==> config.mk <==
export PLATFORM = sky130hd
export DESIGN_NAME = as2650_serial_port_flat
export DESIGN_NICKNAME = d
export VERILOG_FILES = /design/src/rtl/serial_pkg.sv /design/src/rtl/as2650_serial_port_if.sv /design/src/rtl/serial_port_rx.sv /design/src/rtl/as2650_serial_port.sv /design/src/flat_wrapper.sv
export SDC_FILE = /design/constraint.sdc
export NUM_CORES = 1
export LEC_CHECK = 0
export ABC_AREA = 1
export CAP_MARGIN = 0
export CORE_AREA = 8 8 119 121
export DETAILED_ROUTE_END_ITERATION = 7
export DIE_AREA = 0 0 127 129
export GPL_TIMING_DRIVEN = 0
export PLACE_DENSITY = 0.76
export SLEW_MARGIN = 20
export SYNTH_ARGS = -nofsm -noshare
export SYNTH_HDL_FRONTEND = slang
export SYNTH_SLANG_ARGS = --single-unit
==> constraint.sdc <==
create_clock -name wb_clk_i -period 3.2 [get_ports wb_clk_i]
set_clock_uncertainty 0.1 [all_clocks]
set_input_delay 0.64 -clock wb_clk_i [delete_from_list [all_inputs] [get_ports wb_clk_i]]
set_output_delay 0.64 -clock wb_clk_i [all_outputs]
set_load 0.02 [all_outputs]
==> src/rtl/serial_pkg.sv <==
`default_nettype none
// ---------------------------------------------------------------------------
// serial_pkg : register map, bit indices and FSM encoding for as2650_serial_port
// Rev 1.0
// ---------------------------------------------------------------------------
package serial_pkg;

   localparam logic [5:0] c_ADDR_DATA   = 6'h00;
   localparam logic [5:0] c_ADDR_STATUS = 6'h01;
   localparam logic [5:0] c_ADDR_CTRL   = 6'h02;
   localparam logic [5:0] c_ADDR_DIV_LO = 6'h03;
   localparam logic [5:0] c_ADDR_DIV_HI = 6'h04;

   localparam int c_STAT_RX_VALID  = 0;
   localparam int c_STAT_TX_BUSY   = 1;
   localparam int c_STAT_TX_FULL   = 2;
   localparam int c_STAT_OVERRUN   = 3;
   localparam int c_STAT_FRAME_ERR = 4;

   localparam int c_CTRL_TX_EN     = 0;
   localparam int c_CTRL_RX_EN     = 1;
   localparam int c_CTRL_RX_IRQ_EN = 2;
   localparam int c_CTRL_TX_IRQ_EN = 3;

   localparam logic [15:0] c_DEFAULT_DIV = 16'h0067;

   typedef enum logic [1:0] {
      S_IDLE  = 2'd0,
      S_START = 2'd1,
      S_DATA  = 2'd2,
      S_STOP  = 2'd3
   } serial_state_t;

endpackage
`default_nettype wire

==> src/rtl/as2650_serial_port_if.sv <==
`default_nettype none
// ---------------------------------------------------------------------------
// as2650_serial_port_if : AS2650 internal IO-bus signals for the serial slot
// Rev 1.0
// ---------------------------------------------------------------------------
interface as2650_serial_port_if;
   logic       bus_cyc;
   logic       bus_we;
   logic [5:0] bus_addr;
   logic [7:0] bus_wdata;
   logic [7:0] bus_rdata;

   modport master (output bus_cyc, bus_we, bus_addr, bus_wdata, input bus_rdata);
   modport slave  (input bus_cyc, bus_we, bus_addr, bus_wdata, output bus_rdata);
endinterface
`default_nettype wire

==> src/rtl/serial_port_rx.sv <==
`default_nettype none
// ---------------------------------------------------------------------------
// serial_port_rx : rxd synchronizer, 8N1 receive FSM and RX buffer
//                  (4-entry FIFO when SERIAL_RX_FIFO_EN is defined)  Rev 1.0
// ---------------------------------------------------------------------------
module serial_port_rx
   import serial_pkg::*;
(
   input  wire logic        clk,
   input  wire logic        rst,
   input  wire logic        i_rxd,
   input  wire logic        i_en,
   input  wire logic [15:0] i_div,
   input  wire logic        i_pop,
   input  wire logic        i_clr_err,
   output logic [7:0]       o_data,
   output logic             o_valid,
   output logic             o_overrun,
   output logic             o_frame_err
);
   logic [1:0]    r_sync;
   logic          r_rx_prev;
   serial_state_t r_state;
   logic [15:0]   r_cnt;
   logic [2:0]    r_bit;
   logic [7:0]    r_shift;
   logic          r_overrun;
   logic          r_frame_err;

   logic          w_rx;
   logic          w_fall;
   logic          w_tick;
   logic [16:0]   w_half;
   logic [15:0]   w_half_load;
   logic          w_stop_pt;
   logic          w_done;
   logic          w_push;

   assign w_rx        = r_sync[1];
   assign w_fall      = r_rx_prev & ~w_rx;
   assign w_tick      = (r_cnt == 16'd0);
   assign w_half      = ({1'b0, i_div} + 17'd1) >> 1;
   assign w_half_load = (w_half == 17'd0) ? 16'd0 : (w_half[15:0] - 16'd1);
   assign w_stop_pt   = i_en && (r_state == S_STOP) && w_tick;
   assign w_done      = w_stop_pt & w_rx;

   always_ff @(posedge clk or posedge rst) begin
      if (rst) begin
         r_sync    <= 2'b11;
         r_rx_prev <= 1'b1;
         r_state   <= S_IDLE;
         r_cnt     <= 16'd0;
         r_bit     <= 3'd0;
         r_shift   <= 8'h00;
      end else begin
         r_sync    <= {r_sync[0], i_rxd};
         r_rx_prev <= w_rx;
         if (!i_en) begin
            r_state <= S_IDLE;
         end else begin
            case (r_state)
               S_IDLE: begin
                  if (w_fall) begin
                     r_state <= S_START;
                     r_cnt   <= w_half_load;
                  end
               end
               S_START: begin
                  // Mid-start check: a line already back high was a glitch.
                  if (w_tick) begin
                     if (w_rx) begin
                        r_state <= S_IDLE;
                     end else begin
                        r_state <= S_DATA;
                        r_cnt   <= i_div;
                        r_bit   <= 3'd0;
                     end
                  end else begin
                     r_cnt <= r_cnt - 16'd1;
                  end
               end
               S_DATA: begin
                  if (w_tick) begin
                     r_shift <= {w_rx, r_shift[7:1]};
                     r_bit   <= r_bit + 3'd1;
                     r_cnt   <= i_div;
                     if (r_bit == 3'd7) r_state <= S_STOP;
                  end else begin
                     r_cnt <= r_cnt - 16'd1;
                  end
               end
               S_STOP: begin
                  if (w_tick) r_state <= S_IDLE;
                  else        r_cnt   <= r_cnt - 16'd1;
               end
               default: r_state <= S_IDLE;
            endcase
         end
      end
   end

   always_ff @(posedge clk or posedge rst) begin
      if (rst)                      r_frame_err <= 1'b0;
      else if (w_stop_pt && !w_rx)  r_frame_err <= 1'b1;
      else if (i_clr_err)           r_frame_err <= 1'b0;
   end

`ifdef SERIAL_RX_FIFO_EN
   logic [7:0] r_mem [0:3];
   logic [1:0] r_wp;
   logic [1:0] r_rp;
   logic [2:0] r_count;
   logic       w_pop;

   assign w_pop  = i_pop && (r_count != 3'd0);
   assign w_push = w_done && ((r_count != 3'd4) || w_pop);

   always_ff @(posedge clk) begin
      if (w_push) r_mem[r_wp] <= r_shift;
   end

   always_ff @(posedge clk or posedge rst) begin
      if (rst) begin
         r_wp      <= 2'd0;
         r_rp      <= 2'd0;
         r_count   <= 3'd0;
         r_overrun <= 1'b0;
      end else begin
         if (w_push) r_wp <= r_wp + 2'd1;
         if (w_pop)  r_rp <= r_rp + 2'd1;
         r_count <= r_count + {2'b00, w_push} - {2'b00, w_pop};
         if (w_done && !w_push) r_overrun <= 1'b1;
         else if (i_clr_err)    r_overrun <= 1'b0;
      end
   end

   assign o_data  = r_mem[r_rp];
   assign o_valid = (r_count != 3'd0);
`else
   logic [7:0] r_data;
   logic       r_valid;

   assign w_push = w_done && (!r_valid || i_pop);

   always_ff @(posedge clk or posedge rst) begin
      if (rst) begin
         r_data    <= 8'h00;
         r_valid   <= 1'b0;
         r_overrun <= 1'b0;
      end else begin
         if (w_push) begin
            r_data  <= r_shift;
            r_valid <= 1'b1;
         end else if (i_pop) begin
            r_valid <= 1'b0;
         end
         if (w_done && !w_push) r_overrun <= 1'b1;
         else if (i_clr_err)    r_overrun <= 1'b0;
      end
   end

   assign o_data  = r_data;
   assign o_valid = r_valid;
`endif

   assign o_overrun   = r_overrun;
   assign o_frame_err = r_frame_err;

endmodule
`default_nettype wire

==> src/rtl/as2650_serial_port.sv <==
`default_nettype none
// ---------------------------------------------------------------------------
// as2650_serial_port : 8N1 UART responder on the AS2650 IO bus (slot 2);
//                      SERIAL_RX_FIFO_EN selects a 4-entry RX FIFO   Rev 1.0
// ---------------------------------------------------------------------------
module as2650_serial_port
   import serial_pkg::*;
#(
   parameter logic [15:0] RESET_DIV = c_DEFAULT_DIV
) (
   input  wire logic           wb_clk_i,
   input  wire logic           wb_rst_i,
   as2650_serial_port_if.slave bus,
   input  wire logic           rxd,
   output logic                txd,
   output logic                irq
);
   logic          r_cyc_d;
   logic [3:0]    r_ctrl;
   logic [15:0]   r_div;
   logic [7:0]    r_tx_hold;
   logic          r_tx_full;
   serial_state_t r_tx_state;
   logic [7:0]    r_tx_shift;
   logic [2:0]    r_tx_bit;
   logic [15:0]   r_tx_cnt;
   logic          r_txd;

   logic          w_start, w_wr, w_rd;
   logic          w_data_wr, w_accept, w_tx_load, w_tx_busy, w_tx_tick;
   logic [7:0]    w_rx_data, w_rdata;
   logic          w_rx_valid, w_overrun, w_frame_err;

   assign w_start   = bus.bus_cyc & ~r_cyc_d;
   assign w_wr      = w_start & bus.bus_we;
   assign w_rd      = w_start & ~bus.bus_we;
   assign w_data_wr = w_wr && (bus.bus_addr == c_ADDR_DATA);
   assign w_tx_load = (r_tx_state == S_IDLE) && r_ctrl[c_CTRL_TX_EN] && r_tx_full;
   // The holding register frees up in the load cycle, so a write then is taken.
   assign w_accept  = w_data_wr && (!r_tx_full || w_tx_load);
   assign w_tx_busy = (r_tx_state != S_IDLE);
   assign w_tx_tick = (r_tx_cnt == 16'd0);

   always_ff @(posedge wb_clk_i or posedge wb_rst_i) begin
      if (wb_rst_i) begin
         r_cyc_d <= 1'b0;
         r_ctrl  <= 4'h0;
         r_div   <= RESET_DIV;
      end else begin
         r_cyc_d <= bus.bus_cyc;
         if (w_wr) begin
            case (bus.bus_addr)
               c_ADDR_CTRL:   r_ctrl       <= bus.bus_wdata[3:0];
               c_ADDR_DIV_LO: r_div[7:0]   <= bus.bus_wdata;
               c_ADDR_DIV_HI: r_div[15:8]  <= bus.bus_wdata;
               default: ;
            endcase
         end
      end
   end

   always_ff @(posedge wb_clk_i or posedge wb_rst_i) begin
      if (wb_rst_i) begin
         r_tx_hold <= 8'h00;
         r_tx_full <= 1'b0;
      end else if (w_accept) begin
         r_tx_hold <= bus.bus_wdata;
         r_tx_full <= 1'b1;
      end else if (w_tx_load) begin
         r_tx_full <= 1'b0;
      end
   end

   always_ff @(posedge wb_clk_i or posedge wb_rst_i) begin
      if (wb_rst_i) begin
         r_tx_state <= S_IDLE;
         r_tx_shift <= 8'h00;
         r_tx_bit   <= 3'd0;
         r_tx_cnt   <= 16'd0;
         r_txd      <= 1'b1;
      end else begin
         case (r_tx_state)
            S_IDLE: begin
               if (w_tx_load) begin
                  r_tx_state <= S_START;
                  r_tx_shift <= r_tx_hold;
                  r_tx_cnt   <= r_div;
                  r_txd      <= 1'b0;
               end
            end
            S_START: begin
               if (w_tx_tick) begin
                  r_tx_state <= S_DATA;
                  r_txd      <= r_tx_shift[0];
                  r_tx_shift <= r_tx_shift >> 1;
                  r_tx_bit   <= 3'd0;
                  r_tx_cnt   <= r_div;
               end else begin
                  r_tx_cnt <= r_tx_cnt - 16'd1;
               end
            end
            S_DATA: begin
               if (w_tx_tick) begin
                  r_tx_cnt <= r_div;
                  if (r_tx_bit == 3'd7) begin
                     r_tx_state <= S_STOP;
                     r_txd      <= 1'b1;
                  end else begin
                     r_txd      <= r_tx_shift[0];
                     r_tx_shift <= r_tx_shift >> 1;
                     r_tx_bit   <= r_tx_bit + 3'd1;
                  end
               end else begin
                  r_tx_cnt <= r_tx_cnt - 16'd1;
               end
            end
            S_STOP: begin
               if (w_tx_tick) r_tx_state <= S_IDLE;
               else           r_tx_cnt   <= r_tx_cnt - 16'd1;
            end
            default: r_tx_state <= S_IDLE;
         endcase
      end
   end

   serial_port_rx u_rx (
      .clk         (wb_clk_i),
      .rst         (wb_rst_i),
      .i_rxd       (rxd),
      .i_en        (r_ctrl[c_CTRL_RX_EN]),
      .i_div       (r_div),
      .i_pop       (w_rd && (bus.bus_addr == c_ADDR_DATA)),
      .i_clr_err   (w_rd && (bus.bus_addr == c_ADDR_STATUS)),
      .o_data      (w_rx_data),
      .o_valid     (w_rx_valid),
      .o_overrun   (w_overrun),
      .o_frame_err (w_frame_err)
   );

   always_comb begin
      w_rdata = 8'h00;
      case (bus.bus_addr)
         c_ADDR_DATA:   w_rdata = w_rx_data;
         c_ADDR_STATUS: w_rdata = {3'b000, w_frame_err, w_overrun, r_tx_full, w_tx_busy, w_rx_valid};
         c_ADDR_CTRL:   w_rdata = {4'h0, r_ctrl};
         c_ADDR_DIV_LO: w_rdata = r_div[7:0];
         c_ADDR_DIV_HI: w_rdata = r_div[15:8];
         default:       w_rdata = 8'h00;
      endcase
   end

   assign bus.bus_rdata = w_rdata;
   assign txd = r_txd;
   assign irq = (r_ctrl[c_CTRL_RX_IRQ_EN] & w_rx_valid) | (r_ctrl[c_CTRL_TX_IRQ_EN] & ~r_tx_full);

endmodule
`default_nettype wire

==> src/flat_wrapper.sv <==
// flat-port wrapper written by rule: the top's interface ports become plain ports
module as2650_serial_port_flat import serial_pkg::*;
#(
   parameter logic [15:0] RESET_DIV = c_DEFAULT_DIV
)
  (wb_clk_i, wb_rst_i, rxd, txd, irq, bus_bus_cyc, bus_bus_we, bus_bus_addr, bus_bus_wdata, bus_bus_rdata);
  as2650_serial_port_if bus_i ();
  input  wire logic wb_clk_i;
  input  wire logic wb_rst_i;
  input  wire logic rxd;
  output logic txd;
  output logic irq;
  input wire logic [$bits(bus_i.bus_cyc)-1:0] bus_bus_cyc;
  input wire logic [$bits(bus_i.bus_we)-1:0] bus_bus_we;
  input wire logic [$bits(bus_i.bus_addr)-1:0] bus_bus_addr;
  input wire logic [$bits(bus_i.bus_wdata)-1:0] bus_bus_wdata;
  output wire logic [$bits(bus_i.bus_rdata)-1:0] bus_bus_rdata;
  assign bus_i.bus_cyc = bus_bus_cyc;
  assign bus_i.bus_we = bus_bus_we;
  assign bus_i.bus_addr = bus_bus_addr;
  assign bus_i.bus_wdata = bus_bus_wdata;
  assign bus_bus_rdata = bus_i.bus_rdata;
  as2650_serial_port #(.RESET_DIV(RESET_DIV)) u_core (.wb_clk_i(wb_clk_i), .wb_rst_i(wb_rst_i), .bus(bus_i), .rxd(rxd), .txd(txd), .irq(irq));
endmodule
==> results of run 1 <==
cells by family after synthesis:
group	share of synthesized area
compound gates	0.160
simple gates	0.295
flops	0.388
buf+inv	0.0901
fa+ha+maj	0.0375
xor+xnor	0.0289
through the flow:
stage                     cell area (um^2)  hold WS [ps]  instances
after detailed placement              7210           252       1134
after floorplan                       6680           245        953
after global placement                7150           245       1131
after CTS                             7570           263       1152
after global routing                  7560           269       1154
final                                 7560           262       1154
layer usage:
layer,vias up,global-route usage,part of all wire
met5,-,0,0
met4,0,0.0875,0.024
met3,31,0.0327,0.060
met2,214,0.343,0.44
met1,2981,0.308,0.48
li1,3194,-,-
area by class of cell:
| class | instances | area (um^2) |
|---|---|---|
| Multi-Input combinational cell | 696 | 3520 |
| Clock buffer | 9 | 225 |
| Buffer | 21 | 103 |
| Timing Repair Buffer | 35 | 330 |
| Clock inverter | 7 | 100 |
| Inverter | 133 | 503 |
| Fill cell | 1086 | 4750 |
| Tap cell | 150 | 188 |
| Sequential cell | 103 | 2590 |
state kept, by name, summed over array words and instances (netlist names), 2 cells and up:
signal and cells:
u_core.r_tx_bit 3, u_core.u_rx.r_state 2, u_core.r_tx_hold 8, u_core.r_tx_cnt 16, u_core.u_rx.r_cnt 16, u_core.r_ctrl 4
u_core.r_tx_state 2, u_core.r_div 16, u_core.u_rx.o_data 8, u_core.u_rx.r_bit 3, u_core.u_rx.r_shift 8, u_core.r_tx_shift 8
u_core.u_rx.r_sync 2
final timing paths:
check | from | to | slack (ps) | cells past startpoint
min reg2reg | u_core.u_rx.r_sync[0] | u_core.u_rx.r_sync[1] | 260 | 0
min in group asynchronous | wb_rst_i | u_core.r_div[8] | 480 | 2
min | u_core.u_rx.r_sync[0] | u_core.u_rx.r_sync[1] | 260 | 0
max reg2reg | u_core.r_div[1] | u_core.u_rx.r_cnt[10] | 580 | 12
max | bus_bus_addr[4] | bus_bus_rdata[3] | 190 | 9
max in group asynchronous | wb_rst_i | u_core.u_rx.r_rx_prev | 1980 | 3
where the power goes:
part / total [W] / internal (W) / switching, W
combinational: 0.00221 / 0.000748 / 0.00146
clock: 0.00118 / 0.000632 / 0.000550
sequential: 0.00178 / 0.00156 / 0.000217
timing repair:
action                     CTS  global route
pin swaps                    1             2
resized for setup           24            18
setup endpoints to repair    8             8
buffers inserted             2             2
synth_stat cells:
library cell	n	share of area
nor4_4	1	0.0032
a32o_1	2	0.0030
o21ai_2	1	0.0013
dfstp_2	9	0.035
dfrtp_1	94	0.35
nor3b_1	1	0.0011
nand2_2	2	0.0019
a21oi_1	47	0.035
nand3b_1	3	0.0034
a22oi_1	12	0.013
o22ai_1	7	0.0066
buf_4	2	0.0022
clkbuf_1	11	0.0062
nor3_1	26	0.019
buf_2	7	0.0052
xnor2_1	3	0.0039
o211ai_1	2	0.0022
xor2_1	19	0.025
a21boi_0	6	0.0067
nor4_1	3	0.0028
nor3_2	1	0.0015
nor2_1	88	0.049
a21boi_1	5	0.0056
nand3_1	46	0.034
nand4_1	14	0.013
nor2_4	4	0.0067
inv_1	133	0.075
o31ai_1	1	0.0011
o21ai_0	96	0.072
a31oi_1	9	0.0084
o2111ai_2	1	0.0022
nor2_2	6	0.0056
nand2_1	267	0.15
nor3_4	1	0.0024
o221ai_1	1	0.0013
ha_1	20	0.037
buf_6	1	0.0017
a21o_1	1	0.0011
cell usage in the layout, fill, tap and decap left out, types with 7 or more instances in the layout:
| cell | netlist | final |
|---|---|---|
| a21oi_1 | 47 | 47 |
| a22oi_1 | 12 | 12 |
| a31oi_1 | 9 | 9 |
| buf_2 | 7 | 11 |
| clkbuf_1 | 11 | 11 |
| clkbuf_16 | 0 | 9 |
| clkdlybuf4s50_1 | 0 | 20 |
| dfrtp_1 | 94 | 94 |
| dfstp_2 | 9 | 9 |
| ha_1 | 20 | 20 |
| inv_1 | 133 | 130 |
| nand2_1 | 267 | 267 |
| nand3_1 | 46 | 46 |
| nand4_1 | 14 | 14 |
| nor2_1 | 88 | 88 |
| nor3_1 | 26 | 24 |
| o21ai_0 | 96 | 94 |
| o22ai_1 | 7 | 7 |
| xor2_1 | 19 | 19 |
==> run_results.csv, run 1 <==
group,metric,value,unit
sta,rsz0062_at_grt,"false",
floorplan,pin_count,29,
routing,dr.pass1.iters,5,
global_routing,grt_max_degree,35,
sta,hold_violations,0,
sta,min_period,3010,ps
routing,drcViolationCount,0,
clocking,clock_path_buffers,2,
critical_path,crit_chain,"clkdlybuf4s50_1 > nor4_4 > inv_2 > nor3_4 > inv_2 > o22ai_1 > a21oi_1 > nand3_1 > buf_2",
synth,synth_cell_type_count,38,
critical_path,crit_path_top_delay_cell,"clkdlybuf4s50_1",
cells_and_area,area_growth,13.2,%
floorplan,dieHeight,129,um
synth,syn_avg_cell_area,7.01,um^2
synth,synth_seq_area_share,0.388,
sta,setup_viol,0,
placed_design,place.gp.congestion,0.943,
power,pwr_density_cell,684,nW/um^2
cells_and_area,layout-drive-gt1-share,0.0727,
global_routing,grt_pass1_wl,29200,um
floorplan,dieArea,16400,um^2
cells_and_area,nets,1038,
global_routing,overflow,0,
synth,synth_warnings,0,
synth,syn_area,6680,um^2
critical_path,critPathBufInv,4,
run_status,outcome,"completed",
clocking,clk_latency,370,ps
floorplan,dieWidth,127,um
clocking,cts_tree,"done",
sta,relSlewSlack,0.666,
critical_path,cp.arrival,2270,ps
placed_design,pre_cts_slack,-415,ps
routing,drt_iter0_drc,498,
cells_and_area,postLayoutCoreUtil,0.614,
sta,final.period_utilization,0.939,
hold_path,hold_class,"flop to flop",
clocking,ctsRootBufferMaster,"clkbuf_16",
floorplan,num_rows,41,
critical_path,startpoint_type,"input pin",
placed_design,io_buffers,28,
sta,finalMaxSlewViolations,0,
critical_path,path_common_cell,"inv_2",
routing,via_per_inst,5.56,
clocking,htreeDepth,3,
synth,synthCells,953,
critical_path,cp.required,2460,ps
routing,drt-total-wl,17600,um
critical_path,critical_path_class,"input pin to primary output",
power,power,0.00517,W
routing,via_count,6420,
sta,worstMarginPinSlew,495,ps
floorplan,core-area,12300,um^2
synth,syn-num-nets,992,
sta,fin_setup_tns,0,ps
routing,avgRoutedWirePerCell,15.2,um
placed_design,post-dp-hpwl,13100,um
cells_and_area,antennaDiodeCount,0,
global_routing,grt_pass1_vias,6029,
power,p_leak,3.66,nW
clocking,ctsHoldBuffers,0,
synth,ys_ff_latch,103,
run,maxCapViolCount,0,
sta,fmax,0.333,GHz
floorplan,start_util,0.542,
routing,antenna_left,0,
power,peakVddDrop,507,uV
clocking,clk_pin_slew,70,ps
clocking,clkSinkCount,103,
global_routing,track_usage,0.222,
critical_path,path_delay_family,"buffers and inverters",
critical_path,critical_path.max_fanout,4,
critical_path,slowest_delay,460,ps
sta,worst_slack,195,ps
clocking,cts_inserted_buffers,9,
critical_path,critPathCaptureType,"primary output",
global_routing,antenna_found_initial,0,
No activity file was read; power rests on OpenSTA's default activity.
==> run 2: changes to the inputs <==
- CORE_AREA: 8 8 119 121 -> 8 8 113 135
- DIE_AREA: 0 0 127 129 -> 0 0 121 143
- SYNTH_HIERARCHICAL: not set -> 1
==> run 2 against run 1 <==
Against the previous run: sequential power about the same; final cell count is 2.9% higher; critical path depth unchanged; via count grew 0.11%; routed wire length rose by 1.0%; global-route usage is 0.96 points lower; worst setup slack got worse by 13 ps; maximum frequency fell by 0.42%; critical path type unchanged; largest cell class unchanged.
==> run_results.csv, run 2 <==
group,metric,value,unit
run_status,outcome,"completed",
critical_path,startpoint,"bus_bus_addr[5]",
critical_path,critPathCaptureType,"primary output",
cells_and_area,final_common_cell,"nand2_1",
sta,min_period,3020,ps
clocking,ctsHoldBuffers,0,
cells_and_area,layout.cells.most_common_list,"257 x nand2_1, 107 x nor2_1, 97 x inv_1",
cells_and_area,fill_cells,1157,
cells_and_area,antennaDiodeCount,0,
global_routing,overflow,0,
clocking,clock_path_buffers,2,
cells_and_area,seq_area,2590,um^2
hold_path,hold_class,"flop to flop",
cells_and_area,top_regs,"u_core/r_div x16, u_core/r_tx_cnt x16, u_core/u_rx/r_cnt x16",
synth,ys_ff_latch,103,
cells_and_area,multiInputGateArea,4020,um^2
clocking,clkSinkCount,103,
critical_path,cp.required,2460,ps
critical_path,worstReg2RegStart,"u_core/r_div[0]",
sta,relSlewSlack,0.655,
synth,syn-num-nets,1009,
placed_design,post-dp-hpwl,13400,um
synth,netlist_top_cells_area,"dfrtp_1 33%, nand2_1 14%, nor2_1 5.6%",
synth,synth_seq_area_share,0.363,
placed_design,io_buffers,28,
routing,antenna_left,0,
floorplan,dieHeight,143,um
synth,synth_edf_count,0,
clocking,clk_latency,360,ps
synth,synth_top_area_frac,0.329,
critical_path,ff2ff_setup_slack,620,ps
sta,setup_viol,0,
critical_path,critical_path_class,"input pin to primary output",
routing,drt_iter0_drc,452,
floorplan,pin_count,29,
critical_path,critical_path.max_fanout,9,
global_routing,track_usage,0.212,
floorplan,dieWidth,121,um
sta,worstMarginPinSlew,516,ps
sta,hold_violations,0,
routing,via_count,6427,
floorplan,dieArea,17300,um^2
global_routing,antenna_found_initial,0,
cells_and_area,area_growth,12.2,%
clocking,cts_tree,"done",
floorplan,num_rows,46,
routing,avgRoutedWirePerCell,15.0,um
cells_and_area,postLayoutCoreUtil,0.613,
synth,synth_flop_cell,"dfrtp_1",
power,power,0.00512,W
cells_and_area,nets,1052,
routing,drcViolationCount,0,
routing,drt-total-wl,17800,um
global_routing,grt_pass1_vias,6278,
power,peakVddDrop,429,uV
power,p_leak,3.91,nW
synth,synth_warnings,6,
synth,synthCells,971,
clocking,ctsRootBufferMaster,"clkbuf_16",
global_routing,grt_max_degree,49,
routing,via_per_inst,5.41,
hold_path,min_from,"u_core/u_rx/r_sync[0]",
cells_and_area,layout-drive-gt1-share,0.149,
clocking,htreeDepth,3,
routing,dr.pass1.iters,5,
synth,synth_cell_type_count,43,
critical_path,cp.arrival,2280,ps
synth,syn_area,7140,um^2
run,maxCapViolCount,0,
clocking,cts_inserted_buffers,9,
synth,syn_avg_cell_area,7.35,um^2
synth,synth.most_common_cell,"nand2_1",
sta,fmax,0.331,GHz
critical_path,startpoint_type,"input pin",
sta,rsz0062_at_grt,"false",
floorplan,core-area,13100,um^2
sta,finalMaxSlewViolations,0,
synth,synth_common_cells,"257 x nand2_1, 107 x nor2_1, 99 x inv_1",
synth,synth_area_leader_cell,"dfrtp_1",
placed_design,place.gp.congestion,0.921,
global_routing,grt_pass1_wl,29600,um
power,pwr_density_cell,639,nW/um^2
synth,async_flop_share,1.00,
floorplan,start_util,0.546,
clocking,clk_pin_slew,80,ps
sta,final.period_utilization,0.943,
sta,fin_setup_tns,0,ps
## run 2: changes by cell type after synthesis, moves of 10 or more
cell,before,now
nand2_2,2,26
o21ai_0,96,67
nand3_1,46,65
a21oi_2,0,10
inv_1,133,99
nand2_4,0,15
nand2_1,267,257
nor3_1,26,3
nor2_1,88,107
## run 2: final cells by class
cell class	instances	area share
Multi-Input combinational cell	743	0.502
Sequential cell	103	0.323
Inverter	108	0.0511
Timing Repair Buffer	32	0.0431
Clock buffer	9	0.0281
Tap cell	168	0.0262
Buffer	17	0.0158
Clock inverter	7	0.0102
## run 2: stage by stage
stage / setup WS, ps / hold WS (ps) / std cells / area (um^2)
detailed placement: -271 / 247 / 1169 / 7680
CTS: 167 / 259 / 1187 / 8010
floorplan: 903 / 245 / 971 / 7140
global placement: -278 / 246 / 1167 / 7630
finish: 182 / 258 / 1187 / 8010
global route: 69.2 / 266 / 1187 / 8010
## run 2: power by group
group	switching, W	internal [W]
logic	0.00141	0.000808
clock network	0.000577	0.000564
registers	0.000254	0.00151
total	0.00224	0.00288
## run 2: cell families (layout without fill, tap and decap cells)
kind of cell    after synthesis  after routing  synth area share
compound gates              161            161             0.129
xor+xnor                     22             22            0.0270
fa+ha+maj                    19             19            0.0333
buf+inv                     125            173            0.0745
flops                       103            103             0.363
mux                           8              8            0.0114
simple gates                533            533             0.363
## run 2: layer usage
metal / vias to the layer above / wire length [um] / track usage
li1: 3231 / - / -
met1: 3042 / 7620 / 0.247
met2: 127 / 9050 / 0.384
met3: 27 / 663 / 0.0249
met4: 0 / 430 / 0.0889
met5: - / 0 / 0
## run 2: worst paths after layout
| path | end | cells past startpoint |
|---|---|---|
| worst max-delay path | bus_bus_rdata[3] | 9 |
| worst min-delay path | u_core/u_rx/r_sync[1] | 0 |
| worst max register to register | u_core/u_rx/r_cnt[12] | 13 |
| worst min register to register | u_core/u_rx/r_sync[1] | 0 |
| max in group asynchronous | u_core/u_rx/r_rx_prev | 3 |
| min in group asynchronous | u_core/r_tx_cnt[15] | 2 |
## run 2: what timing repair did
item,4_1_cts,5_1_grt
setup buffers,2,0
resized for setup,10,0
setup endpoints to repair,8,0
## run 2: critical path: stages
cell	delay [ps]
clkdlybuf4s50_1	410
nor2_2	140
nand3_2	160
inv_1	90
nand2_1	80
inv_2	180
a22oi_1	120
o211ai_1	100
dlygate4sd2_1	360
